`src/rtl/core_sequencer.sv`:
```
// -----------------------------------------------------------------------------
// core_sequencer
//
// Top-level sequencer for the Cortex-M0 datapath.
//   * Out of reset: vector-table boot. SP is loaded from VTOR+0, PC from
//     VTOR+4, then LR, IPSR and PRIMASK are initialised in one cycle.
//   * Then the fetch/execute loop: fetch a 16-bit Thumb halfword, hand it to
//     the execute stage, update PC when the execute stage reports completion.
//
// Ports
//   clk, rst              system clock (rising edge), async active-low reset
//   mem_req/mem_addr      word-aligned read request, held until mem_ready
//   mem_ready/mem_rdata   read data valid / read data (captured on that edge)
//   wr_en                 memory write enable, always 0
//   ld_sp..ld_primask     one-cycle core register load strobes
//   w_sp..w_pmask         register write values (w_pc mirrors the PC)
//   instr/instr_valid     fetched halfword and its one-cycle "new" pulse
//   exec_done/branch/     execute-stage completion, branch qualifier and
//   branch_target         branch destination (sampled in EXEC only)
//   fault                 sticky fault flag (left only through reset)
//   state                 current FSM state, for debug
// -----------------------------------------------------------------------------
module core_sequencer #(
    parameter logic [31:0] VTOR        = 32'h0000_0000,
    parameter int unsigned MEM_TIMEOUT = 16
) (
    input  logic        clk,
    input  logic        rst,
    output logic        mem_req,
    output logic [31:0] mem_addr,
    input  logic        mem_ready,
    input  logic [31:0] mem_rdata,
    output logic        wr_en,
    output logic        ld_sp,
    output logic        ld_lr,
    output logic        ld_pc,
    output logic        ld_ipsr,
    output logic        ld_primask,
    output logic [31:0] w_sp,
    output logic [31:0] w_lr,
    output logic [31:0] w_pc,
    output logic [5:0]  w_ipsr,
    output logic        w_pmask,
    output logic [15:0] instr,
    output logic        instr_valid,
    input  logic        exec_done,
    input  logic        branch,
    input  logic [31:0] branch_target,
    output logic        fault,
    output logic [2:0]  state
);

    typedef enum logic [2:0] {
        RST_SP = 3'd0,
        RST_PC = 3'd1,
        INIT   = 3'd2,
        FETCH  = 3'd3,
        EXEC   = 3'd4,
        FAULT  = 3'd5
    } state_t;

    // Outstanding memory request: valid flag plus its (stable) address.
    typedef struct packed {
        logic        vld;
        logic [31:0] addr;
    } mreq_t;

    // Core register load strobes, registered so each is exactly one cycle.
    typedef struct packed {
        logic sp;
        logic pc;
        logic lr;
        logic ipsr;
        logic pmask;
    } ld_t;

    // The timeout fires on the stall cycle that would bring the count to
    // MEM_TIMEOUT, so fault rises exactly MEM_TIMEOUT cycles after mem_req.
    localparam logic [7:0] TMO_LAST = 8'(MEM_TIMEOUT - 1);

    state_t      state_q, state_d;
    mreq_t       mreq_q, mreq_d;
    ld_t         ld_q, ld_d;
    logic [31:0] pc_q, pc_d;
    logic [15:0] instr_q, instr_d;
    logic        ivld_q, ivld_d;
    logic [31:0] w_sp_q, w_sp_d;
    logic [31:0] w_lr_q, w_lr_d;
    logic [5:0]  w_ipsr_q, w_ipsr_d;
    logic        w_pmask_q, w_pmask_d;
    logic [7:0]  tmo_q, tmo_d;

    logic accept;
    logic stall;

    // mem_ready is only meaningful while a request is outstanding.
    assign accept = mreq_q.vld & mem_ready;
    assign stall  = mreq_q.vld & ~mem_ready;

    // -------------------------------------------------------------------------
    // State and datapath registers
    // -------------------------------------------------------------------------
    always_ff @(posedge clk or negedge rst) begin
        if (!rst) begin
            state_q   <= RST_SP;
            mreq_q    <= '0;
            ld_q      <= '0;
            pc_q      <= '0;
            instr_q   <= '0;
            ivld_q    <= 1'b0;
            w_sp_q    <= '0;
            w_lr_q    <= '0;
            w_ipsr_q  <= '0;
            w_pmask_q <= 1'b0;
            tmo_q     <= '0;
        end else begin
            state_q   <= state_d;
            mreq_q    <= mreq_d;
            ld_q      <= ld_d;
            pc_q      <= pc_d;
            instr_q   <= instr_d;
            ivld_q    <= ivld_d;
            w_sp_q    <= w_sp_d;
            w_lr_q    <= w_lr_d;
            w_ipsr_q  <= w_ipsr_d;
            w_pmask_q <= w_pmask_d;
            tmo_q     <= tmo_d;
        end
    end

    // -------------------------------------------------------------------------
    // Next-state and next-output logic
    //
    // Memory-using states share one pattern: with no request outstanding,
    // raise mem_req for this state's address; once accepted, drop mem_req
    // (so it is low for at least one cycle) and move on. The request is
    // therefore issued one cycle after entering the state, which is what
    // makes the zero-wait loop FETCH(idle), FETCH(req), FETCH(ready), EXEC.
    // -------------------------------------------------------------------------
    always_comb begin
        state_d   = state_q;
        mreq_d    = mreq_q;
        ld_d      = '0;
        pc_d      = pc_q;
        instr_d   = instr_q;
        ivld_d    = 1'b0;
        w_sp_d    = w_sp_q;
        w_lr_d    = w_lr_q;
        w_ipsr_d  = w_ipsr_q;
        w_pmask_d = w_pmask_q;
        tmo_d     = tmo_q;

        if (stall) begin
            tmo_d = tmo_q + 8'd1;
        end else if (accept) begin
            tmo_d = '0;
        end

        case (state_q)
            RST_SP: begin
                if (!mreq_q.vld) begin
                    mreq_d.vld  = 1'b1;
                    mreq_d.addr = VTOR;
                end else if (mem_ready) begin
                    mreq_d.vld = 1'b0;
                    w_sp_d     = {mem_rdata[31:2], 2'b00};
                    ld_d.sp    = 1'b1;
                    state_d    = RST_PC;
                end
            end

            RST_PC: begin
                if (!mreq_q.vld) begin
                    mreq_d.vld  = 1'b1;
                    mreq_d.addr = VTOR + 32'd4;
                end else if (mem_ready) begin
                    mreq_d.vld = 1'b0;
                    // A reset vector without the Thumb bit cannot execute.
                    if (!mem_rdata[0]) begin
                        state_d = FAULT;
                    end else begin
                        pc_d    = {mem_rdata[31:1], 1'b0};
                        ld_d.pc = 1'b1;
                        state_d = INIT;
                    end
                end
            end

            INIT: begin
                ld_d.lr    = 1'b1;
                ld_d.ipsr  = 1'b1;
                ld_d.pmask = 1'b1;
                w_lr_d     = 32'hFFFF_FFFF;
                w_ipsr_d   = '0;
                w_pmask_d  = 1'b0;
                state_d    = FETCH;
            end

            FETCH: begin
                if (!mreq_q.vld) begin
                    mreq_d.vld  = 1'b1;
                    mreq_d.addr = {pc_q[31:2], 2'b00};
                end else if (mem_ready) begin
                    mreq_d.vld = 1'b0;
                    // pc_q[1] picks the halfword within the fetched word.
                    instr_d    = pc_q[1] ? mem_rdata[31:16] : mem_rdata[15:0];
                    ivld_d     = 1'b1;
                    state_d    = EXEC;
                end
            end

            EXEC: begin
                // No memory traffic here, so no timeout; exec_done may
                // arrive in the very cycle instr_valid is high.
                if (exec_done) begin
                    pc_d    = branch ? {branch_target[31:1], 1'b0}
                                     : pc_q + 32'd2;
                    ld_d.pc = 1'b1;
                    state_d = FETCH;
                end
            end

            FAULT: begin
                mreq_d.vld = 1'b0;
            end

            default: begin
                mreq_d.vld = 1'b0;
                state_d    = FAULT;
            end
        endcase

        // A request that has waited too long overrides whatever the state
        // above decided; a ready in the same cycle still wins.
        if (stall && (tmo_q == TMO_LAST)) begin
            mreq_d.vld = 1'b0;
            state_d    = FAULT;
        end
    end

    // -------------------------------------------------------------------------
    // Outputs
    // -------------------------------------------------------------------------
    assign mem_req     = mreq_q.vld;
    assign mem_addr    = mreq_q.addr;
    assign wr_en       = 1'b0;
    assign ld_sp       = ld_q.sp;
    assign ld_pc       = ld_q.pc;
    assign ld_lr       = ld_q.lr;
    assign ld_ipsr     = ld_q.ipsr;
    assign ld_primask  = ld_q.pmask;
    assign w_sp        = w_sp_q;
    assign w_lr        = w_lr_q;
    assign w_pc        = pc_q;
    assign w_ipsr      = w_ipsr_q;
    assign w_pmask     = w_pmask_q;
    assign instr       = instr_q;
    assign instr_valid = ivld_q;
    assign fault       = (state_q == FAULT);
    assign state       = state_q;

endmodule
```
`config.mk`:
```
export PLATFORM = sky130hd
export DESIGN_NAME = core_sequencer
export DESIGN_NICKNAME = d
export VERILOG_FILES = /design/src/rtl/core_sequencer.sv
export SDC_FILE = /design/constraint.sdc
export NUM_CORES = 1
export LEC_CHECK = 0
export BUFFER_PORTS_ARGS = -buffer_cell sky130_fd_sc_hd__buf_2
export CAP_MARGIN = 20
export CORE_UTILIZATION = 52
export CTS_BUF_LIST = sky130_fd_sc_hd__clkbuf_8
export DETAILED_ROUTE_END_ITERATION = 16
export PLACE_DENSITY = 0.84
export SLEW_MARGIN = 5
export SYNTH_ARGS = -nofsm -noshare
export SYNTH_HDL_FRONTEND = slang
export SYNTH_SLANG_ARGS = --single-unit
```
`constraint.sdc`:
```
create_clock -name clk -period 2.2 [get_ports clk]
set_clock_uncertainty 0.05 [all_clocks]
set_input_delay 0.22 -clock clk [delete_from_list [all_inputs] [get_ports clk]]
set_output_delay 0.22 -clock clk [all_outputs]
set_load 0.05 [all_outputs]
```
-- Word level (Yosys, flattened, before mapping)
Cells that the tools add are included.
- add/sub/neg operators: 2
- equal/unequal tests: 22
- muxes and demuxes: 37
- bitwise gates (word level): 3
- reductions and logical operators: 12
- operators by type and width (cell ; number):
    $mux 32 ; 8
    $pmux 32 s3 ; 1
    $pmux 32 s2 ; 1
    $add 32x2->32 const B ; 1
    $mux 3 ; 10
    $ne 3x3->1 const B ; 7
    $pmux 3 s6 ; 1
    $mux 16 ; 1
    $mux 8 ; 2
    $ne 2x2->1 const B ; 7
    $mux 1 ; 11
    $add 8x1->8 const B ; 1
    $eq 8x4->1 const B ; 1
    $reduce_and 8->1 ; 1
    $eq 3x2->1 const B ; 2
    $eq 3x3->1 const B ; 2
    $reduce_and 3->1 ; 2
    $reduce_and 5->1 ; 1
    $ne 2x1->1 const B ; 2
    $pmux 1 s2 ; 2
    $reduce_and 4->1 ; 1
    $reduce_bool 2->1 ; 2
    $eq 3x1->1 const B ; 1
    $logic_not 3->1 ; 1
    6 further kinds ; 7
- flip-flop bits (word level): 129
- input port bits: 69

-- Logic depth before layout (Yosys ltp)
Gate-level depths: netlist of run 1.
- word-level depth: 5
- depth in mapped cells: 8
- depth with buffers taken out: 6

-- Least setup slack after synthesis of run 1
No wires, ideal clock.
- path type: register to output
- start point: register state_q[2], in the netlist state[2]
- end point: output port fault
- arrival time: 2.397 ns
- required time: 1.930 ns
- slack: -0.467 ns
- stages on the path, launching flop included: 5
- path buffers: 2
- cell sequence: dfrtp_1 > buf_4 > clkbuf_1 > inv_1 > nor3b_1
- word-level cells in the longest chain between the ends: 1
- ends and longest elaborated chain (element ; line ; RTL):
    start: declaration ; 81 ; state_t state_q, state_d;
    start signal: assignment ; 117 ; state_q <= state_d;
    $eq 3x3->1 ; 259 ; assign fault = (state_q == FAULT);
    end: declaration ; 49 ; output logic fault,
Every way passes these cells.

-- Worst setup path after layout of run 1
- start point: register state_q[1], in the netlist state[1]
- end point: register pc_q[31], in the netlist w_pc[31]
- word-level cells in the longest chain between the ends: 3
- ends and longest elaborated chain (element ; line ; RTL):
    $eq 3x1->1 / $eq 3x3->1 (equally long branches) ; 159 ; case (state_q)
    $ne 2x2->1 (no source line) / $reduce_bool 2->1 (equally long branches) ; -- ;
    $reduce_and 5->1 (no source line) ; -- ;
    end signal: assignment ; 120 ; pc_q <= pc_d;
    end: declaration ; 84 ; logic [31:0] pc_q, pc_d;
Several ways; a longest one is shown, not always the timed one.
A chain may end at the register's enable or synchronous reset.

==> impl_results.md, run 1 <==
* Sum Neg Setup Slack at 0 ns
* RSZ-0062 raised after global routing: no
* CP max FO at 8
* Clk_lat worst skew at 0.46 ns
* Total routed wirelength at 19570 um
* Pleak at 4.154 nW
* Mapped Cells at 651
* Endpoint class of the critical path: flip-flop
* I/O pin total at 232
* Worst Path Arrival at 2.29 ns
* Die Width at 113.9 um
* Vias in the first global route at 5686
* Post-synth top flop: dfrtp_1
* Number of synthesized flops with an enable pin at 0
* Detailed Route Iter0 Violations at 471
* Nets at 945
* Vias at 5996
* Highest clock rate at 495.2 MHz
* Worst slew pin tran at 0.6755 ns
* ANT nets after route at 0
* Antenna violations before repair at 0
* Setup violators final at 0
* Die Y-Extent at 113.9 um
* Clock Sinks at 124
* CTS buffer count at 17
* Initial DRT Pass Iterations at 5
* Total GRT Usage at 31.08%
* Yosys warning total at 0
* Post-Syn Area at 6512 um2
* Yosys cell types at 63
* Register area share after synthesis at 47.65%
* CTS tree: built
* Vias per inst at 5.683
* HP Class: input pin to flip-flop
* Routability cong. at 0.9048
* Post-Place Cells at 984
* Area growth syn-to-layout at 28.18%
* I/O Buffers at 217
* N_diodes at 0
* Power Dens Cells at 1831 nW/um2
* Clock Root Buffer: clkbuf_8
* Core footprint at 12110 um2
* # H-tree levels at 4
* Worst-path clk slew at 0.08 ns
* # fillers at 917
* Reg area at 3103 um2
* Tmin final at 2.020 ns
* GRT Residual Overflow at 0
* Final cell count without fillers at 1055
* Layout cells sized above 1 at 33.48%
* Dpl hpwl at 13410 um
* DIE AREA at 12980 um2
* Max IR drop VDD at 1.141 mV
* First-pass GRT wire length at 30540 um
* Slew Limit Fails at 0
* Initial core utilization at 53.77%
* Routed length per instance at 18.55 um
* Site row count at 40
* CP startpoint kind: flip-flop
* Post-synthesis sequential element count at 124
* Post-CTS Setup Bufs at 0
* Worst Path Required at 2.47 ns
* Relative slew slack at 54.97%
* Final period utilization at 91.80%
* Endpoints failing hold at 0
* DRC at 0
* MaxCap Viol Count at 0
* Area of the multi-input gates at 2850 um2
* Status: complete, no violations
* Setup CP Type: flip-flop to flip-flop
* Synth Area per Inst at 10.00 um2
* Largest net degree at the start of global routing at 125
* Ys async rst share at 100.0%
* Maximum buffer depth of the clock tree at 2
## critical path: stages, from the launching register on
cell	delay [ns]
dfrtp_1	0.46
and4bb_4	0.30
and2_0	0.33
buf_4	0.26
a221oi_1	0.35
o21ai_1	0.14
## metal layers
metal | part of all wire [%] | GRT usage (%) | vias up
li1 | - | - | 2710
met1 | 41 | 41.33 | 2867
met2 | 47 | 48.50 | 357
met3 | 8.8 | 7.173 | 62
met4 | 3.0 | 14.37 | 0
met5 | 0 | 0 | -
## power breakdown
part | internal, mW | total (mW) | switching [mW]
clock | 1.11 | 2.08 | 0.965
combinational | 2.31 | 8.93 | 6.62
sequential | 3.32 | 4.27 | 0.957
## what timing repair did
action | CTS | global route
gates resized for setup | 0 | 0
hold buffers | 39 | 0
hold endpoints to repair | 163 | 0
## cell families after synthesis
| kind of cell | Yosys count | share of synthesized area (%) |
|---|---|---|
| adders and majority gates | 2 | 0.3842 |
| and+or+nand+nor | 202 | 16.43 |
| AOI/OAI and AO/OA | 141 | 14.81 |
| xor gates and xnor gates | 27 | 3.631 |
| other | 1 | 0.05758 |
| DFF | 124 | 47.65 |
| buffers and inverters | 108 | 9.529 |
| muxes | 46 | 7.512 |
## placed cells by master, fill, tap and decap left out, types with 11 or more instances in the layout
cell type,instances
a21oi_1,42
a221oi_1,11
a22o_1,29
and3_1,20
buf_2,216
buf_4,28
clkbuf_8,17
conb_1,13
dfrtp_1,124
dlygate4sd3_1,39
inv_1,13
mux2_1,20
mux2i_1,23
nand2_1,57
nand3_1,25
nor2_1,41
o21ai_0,16
xnor2_1,14
xor2_1,13
## flip-flops by register name (all words and copies together), names as in the netlist, 3 cells and up
signal and count:
mem_addr 30, tmo_q 8, state 3, w_sp 30
instr 16, w_pc 31
## layout make-up
cell class / instances / share of cell area [%]
clock buffer: 17 / 2.803
clock inverter: 15 / 2.068
inverter: 15 / 0.6745
multi-input combinational: 431 / 34.14
sequential: 124 / 37.17
tap: 168 / 2.518
timing repair buffer: 285 / 20.62
## synthesized netlist by cell type, drive strengths merged, types with 3 or more instances
cell,n,share of area (%)
nand2b,4,0.38
and3,20,1.9
clkbuf,20,1.2
o21ai,26,2.0
nor4,10,1.5
nor3,12,1.0
xnor2,14,1.9
mux2,23,4.0
nand2,57,3.3
a221oi,11,1.5
a21oi,42,3.2
mux2i,23,3.5
o22ai,8,0.77
dfrtp,124,48
and2,3,0.29
o21a,3,0.35
a221o,5,0.77
xor2,13,1.7
nor2,41,2.4
a31oi,4,0.61
nor2b,3,0.29
a22o,29,3.9
nand4,12,1.5
inv,14,0.81
nand3,26,2.1
buf,73,7.5
and4,3,0.40
nor3b,3,0.35
## per-stage QoR
stage,area (um2),hold slack (ns),worst slack [ns],power (mW),utilization (%)
floorplan,6563,-0.1256,0.01452,11.13,-
global placement,7551,0.3275,0.2458,12.89,62.34
detailed placement,7551,0.3387,0.2260,13.07,62.34
CTS,8348,0.006605,0.2022,15.23,68.93
global route,8348,0.005960,0.05093,15.99,68.93
finish,8348,0.02371,0.1804,15.28,68.93
## final timing paths
kind	cells after the start	startpoint	end	slack [ns]
hold / removal	2	mem_rdata[30]	w_sp[30]	0.02
setup / recovery	5	state[1]	w_pc[31]	0.18
setup reg to reg	5	state[1]	w_pc[31]	0.18
min in group asynchronous	3	rst	mem_addr[30]	0.36
hold reg to reg	2	w_sp[21]	w_sp[21]	0.43
max in group asynchronous	3	rst	state[1]	1.24
Power figures use the tool's default switching activity.
==> inputs of run 2 (changes only) <==
- ABC_AREA: not set -> 1
- CORE_UTILIZATION: 52 -> 53
- PLACE_DENSITY: 0.84 -> 0.85
==> impl_results.md, run 2 <==
* Slowest-stage cell, CP: clkinv_1
* Relative slew slack at 48.84% (-6.1 points)
* Largest register FFs at 31 (unchanged)
* CTS buffer count at 17 (unchanged)
* Worst stage delay on the critical path at 0.60 ns (+0.14 ns)
* GRT Residual Overflow at 0 (unchanged)
* Sw frac at 25.83% (-30 points)
* Dpl hpwl at 14470 um (+7.9%)
* NetSw at 1.427 mW (-83%)
* Worst slew pin tran at 0.7627 ns (+0.08721 ns)
* Antenna violations before repair at 1 (+1)
* CP Cell Sequence: nand2_2 > inv_2 > nand2_2 > clkinv_1 > nand2_1 > nand2_1
* Most common cell after layout, fill and taps aside: nand2_1
* Clk_lat worst skew at 0.44 ns (-0.02 ns)
* Pint at 4.099 mW (-39%)
* Core footprint at 12620 um2 (+4.2%)
* Maximum buffer depth of the clock tree at 2 (unchanged)
* Post-synthesis sequential element count at 124 (unchanged)
* ANT nets after route at 0 (unchanged)
* Routability cong. at 0.9357 (+3.4%)
* Max IR drop VDD at 0.4608 mV (-60%)
* Mapped Cells at 940 (+44%)
* MaxCap Viol Count at 0 (unchanged)
* Worst Path Buf+Inv at 2 (+1)
* Synth area leaders: dfrtp_1 (45%), nand2_1 (17%), nor2_1 (7.2%), buf_4 (5.5%), a21oi_1 (4.0%)
* Vias per inst at 5.265 (-7.4%)
* Highest clock rate at 506.5 MHz (+2.3%)
* Post-layout util at 68.14% (-0.78 points)
* Initial core utilization at 54.45% (+0.68 points)
* # H-tree levels at 4 (unchanged)
* Highest-count cells in the layout ignoring fill and taps: nand2_1 (309), buf_2 (216), nor2_1 (131)
* Die Width at 115.9 um (+1.7%)
* Vias in the first global route at 6193 (+8.9%)
* Clock Sinks at 124 (unchanged)
* Setup CP Type: flip-flop to flip-flop
* Site row count at 41 (+2.5%)
* Power Dens Cells at 642.6 nW/um2 (-65%)
* Yosys warning total at 0 (unchanged)
* Largest net degree at the start of global routing at 67 (-46%)
* Post-synth top flop: dfrtp_1
* Worst Path Arrival at 2.25 ns (-0.04 ns)
* Synth top area share at 45.16% (-2.5 points)
* Worst Path Required at 2.47 ns (about the same)
* Synth area leader: dfrtp_1
* Setup violators final at 0 (unchanged)
* Register area share after synthesis at 45.16% (-2.5 points)
* First-pass GRT wire length at 31680 um (+3.7%)
* Endpoints failing hold at 0 (unchanged)
* Sum Neg Setup Slack at 0 ns (unchanged)
* DRC at 0 (unchanged)
* N_diodes at 0 (unchanged)
* Worst-path clk slew at 0.07 ns (about the same)
* RSZ-0062 raised after global routing: no
* Critical path's top delay family: buffers and inverters
* Initial DRT Pass Iterations at 5 (unchanged)
* Ys async rst share at 100.0% (unchanged)
* Count leader, synth: nand2_1
* Detailed Route Iter0 Violations at 568 (+21%)
* CP startpoint kind: flip-flop
* Clk network pwr share at 46.1% (+33 points)
* Nets at 1212 (+28%)
* Tmin final at 1.974 ns (-0.04516 ns)
* Number of synthesized flops with an enable pin at 0 (unchanged)
* Die Y-Extent at 115.9 um (+1.7%)
* Clock Root Buffer: clkbuf_8
* Area growth syn-to-layout at 25.15%
* HP Class: input pin to flip-flop
* Yosys cell types at 40 (-37%)
* Routed length per instance at 15.41 um (-17%)
* CP max FO at 27 (+19)
* Status: complete, no violations
* Pleak at 4.591 nW (+11%)
* Final period utilization at 89.75% (-2.1 points)
* Logic pwr share at 10.7% (-48 points)
* Endpoint class of the critical path: flip-flop
* Layout cells sized above 1 at 24.87% (-8.6 points)
* FF-to-FF setup slack at 0.23 ns (+0.05 ns)
* I/O Buffers at 217 (unchanged)
* Total GRT Usage at 31.53% (+0.46 points)
* Total routed wirelength at 20440 um (+4.4%)
* Slew Limit Fails at 0 (unchanged)
* Synth cell count leaders: nand2_1 (310), nor2_1 (132), dfrtp_1 (124)
* CTS tree: built
* Synth Area per Inst at 7.310 um2 (-27%)
* Vias at 6982 (+16%)
* Post-Syn Area at 6872 um2 (+5.5%)
* Seq pwr share at 43.2% (+15 points)
* I/O pin total at 232 (unchanged)
* DIE AREA at 13420 um2 (+3.5%)
==> run 2: worst paths after layout <==
kind / startpoint / endpoint / cells past startpoint
worst min-delay path: mem_rdata[19] / w_sp[19] / 3
max in group asynchronous: rst / tmo_q[1] / 3
worst max-delay path: mem_req / w_sp[15] / 6
min in group asynchronous: rst / w_sp[19] / 2
worst max register to register: mem_req / w_sp[15] / 6
worst min register to register: w_sp[4] / w_sp[4] / 2
==> run 2: layer usage <==
metal | share of wire, % | wire length [um] | vias to the layer above | track usage (%)
met4 | 2.9 | 588 | 0 | 14.53
met5 | 0 | 0 | - | 0
li1 | - | - | 3350 | -
met1 | 43 | 8745 | 3193 | 42.65
met3 | 9.4 | 1915 | 49 | 7.165
met2 | 45 | 9191 | 390 | 48.37
==> run 2: area by class of cell <==
class                           count  area [um2]
Fill cell                        1102        4020
Multi-Input combinational cell    686        3052
Clock inverter                     10       207.7
Sequential cell                   124        3103
Tap cell                          172       215.2
Clock buffer                       22       302.8
Inverter                           58       222.7
Timing Repair Buffer              254        1496
==> run 2: timing repair <==
item | CTS | global route
gates resized for setup | 0 | 0
setup buffers | 0 | 0
hold buffers | 26 | 1
hold endpoints to repair | 150 | 1
==> run 2: power groups by stage <==
stage / combinational, mW / sequential [mW] / clock [mW]
finish: 0.592 / 2.39 / 2.55
global route: 0.640 / 2.39 / 2.67
CTS: 0.588 / 2.38 / 2.56
detailed placement: 0.551 / 2.43 / 0
global placement: 0.545 / 2.43 / 0
floorplan: 0.224 / 2.52 / 0
==> run 2: kinds of logic (layout without fill, tap and decap cells) <==
group                    after synthesis  count (layout)  share of synthesized area [%]
AO/OA/AOI/OAI                        148             148                          12.00
XOR/XNOR                               5               5                         0.6374
adder cells (fa/ha/maj)                2               2                         0.3641
buffers and inverters                142             344                          11.16
flip-flops                           124             124                          45.16
other                                  1              13                        0.05457
AND/OR/NAND/NOR                      518             518                          30.63
==> run 2: metrics by stage <==
step	hold slack (ns)	cells	power (mW)	setup slack, ns	cell area [um2]
global placement	-0.02452	1267	2.972	0.3935	7819
finish	0.009689	1326	5.526	0.2256	8600
floorplan	-0.1256	952	2.749	0.2663	6917
global route	0.01556	1326	5.699	0.06726	8600
detailed placement	-0.02267	1267	2.980	0.3225	7819
CTS	0.001223	1325	5.535	0.2434	8589
==> run 2: worst register-to-register path, delay by kind of cell, from the launching register on <==
family        cells  cell delay, ns
flops             1            0.45
simple gates      4            0.66
buf+inv           2            0.70
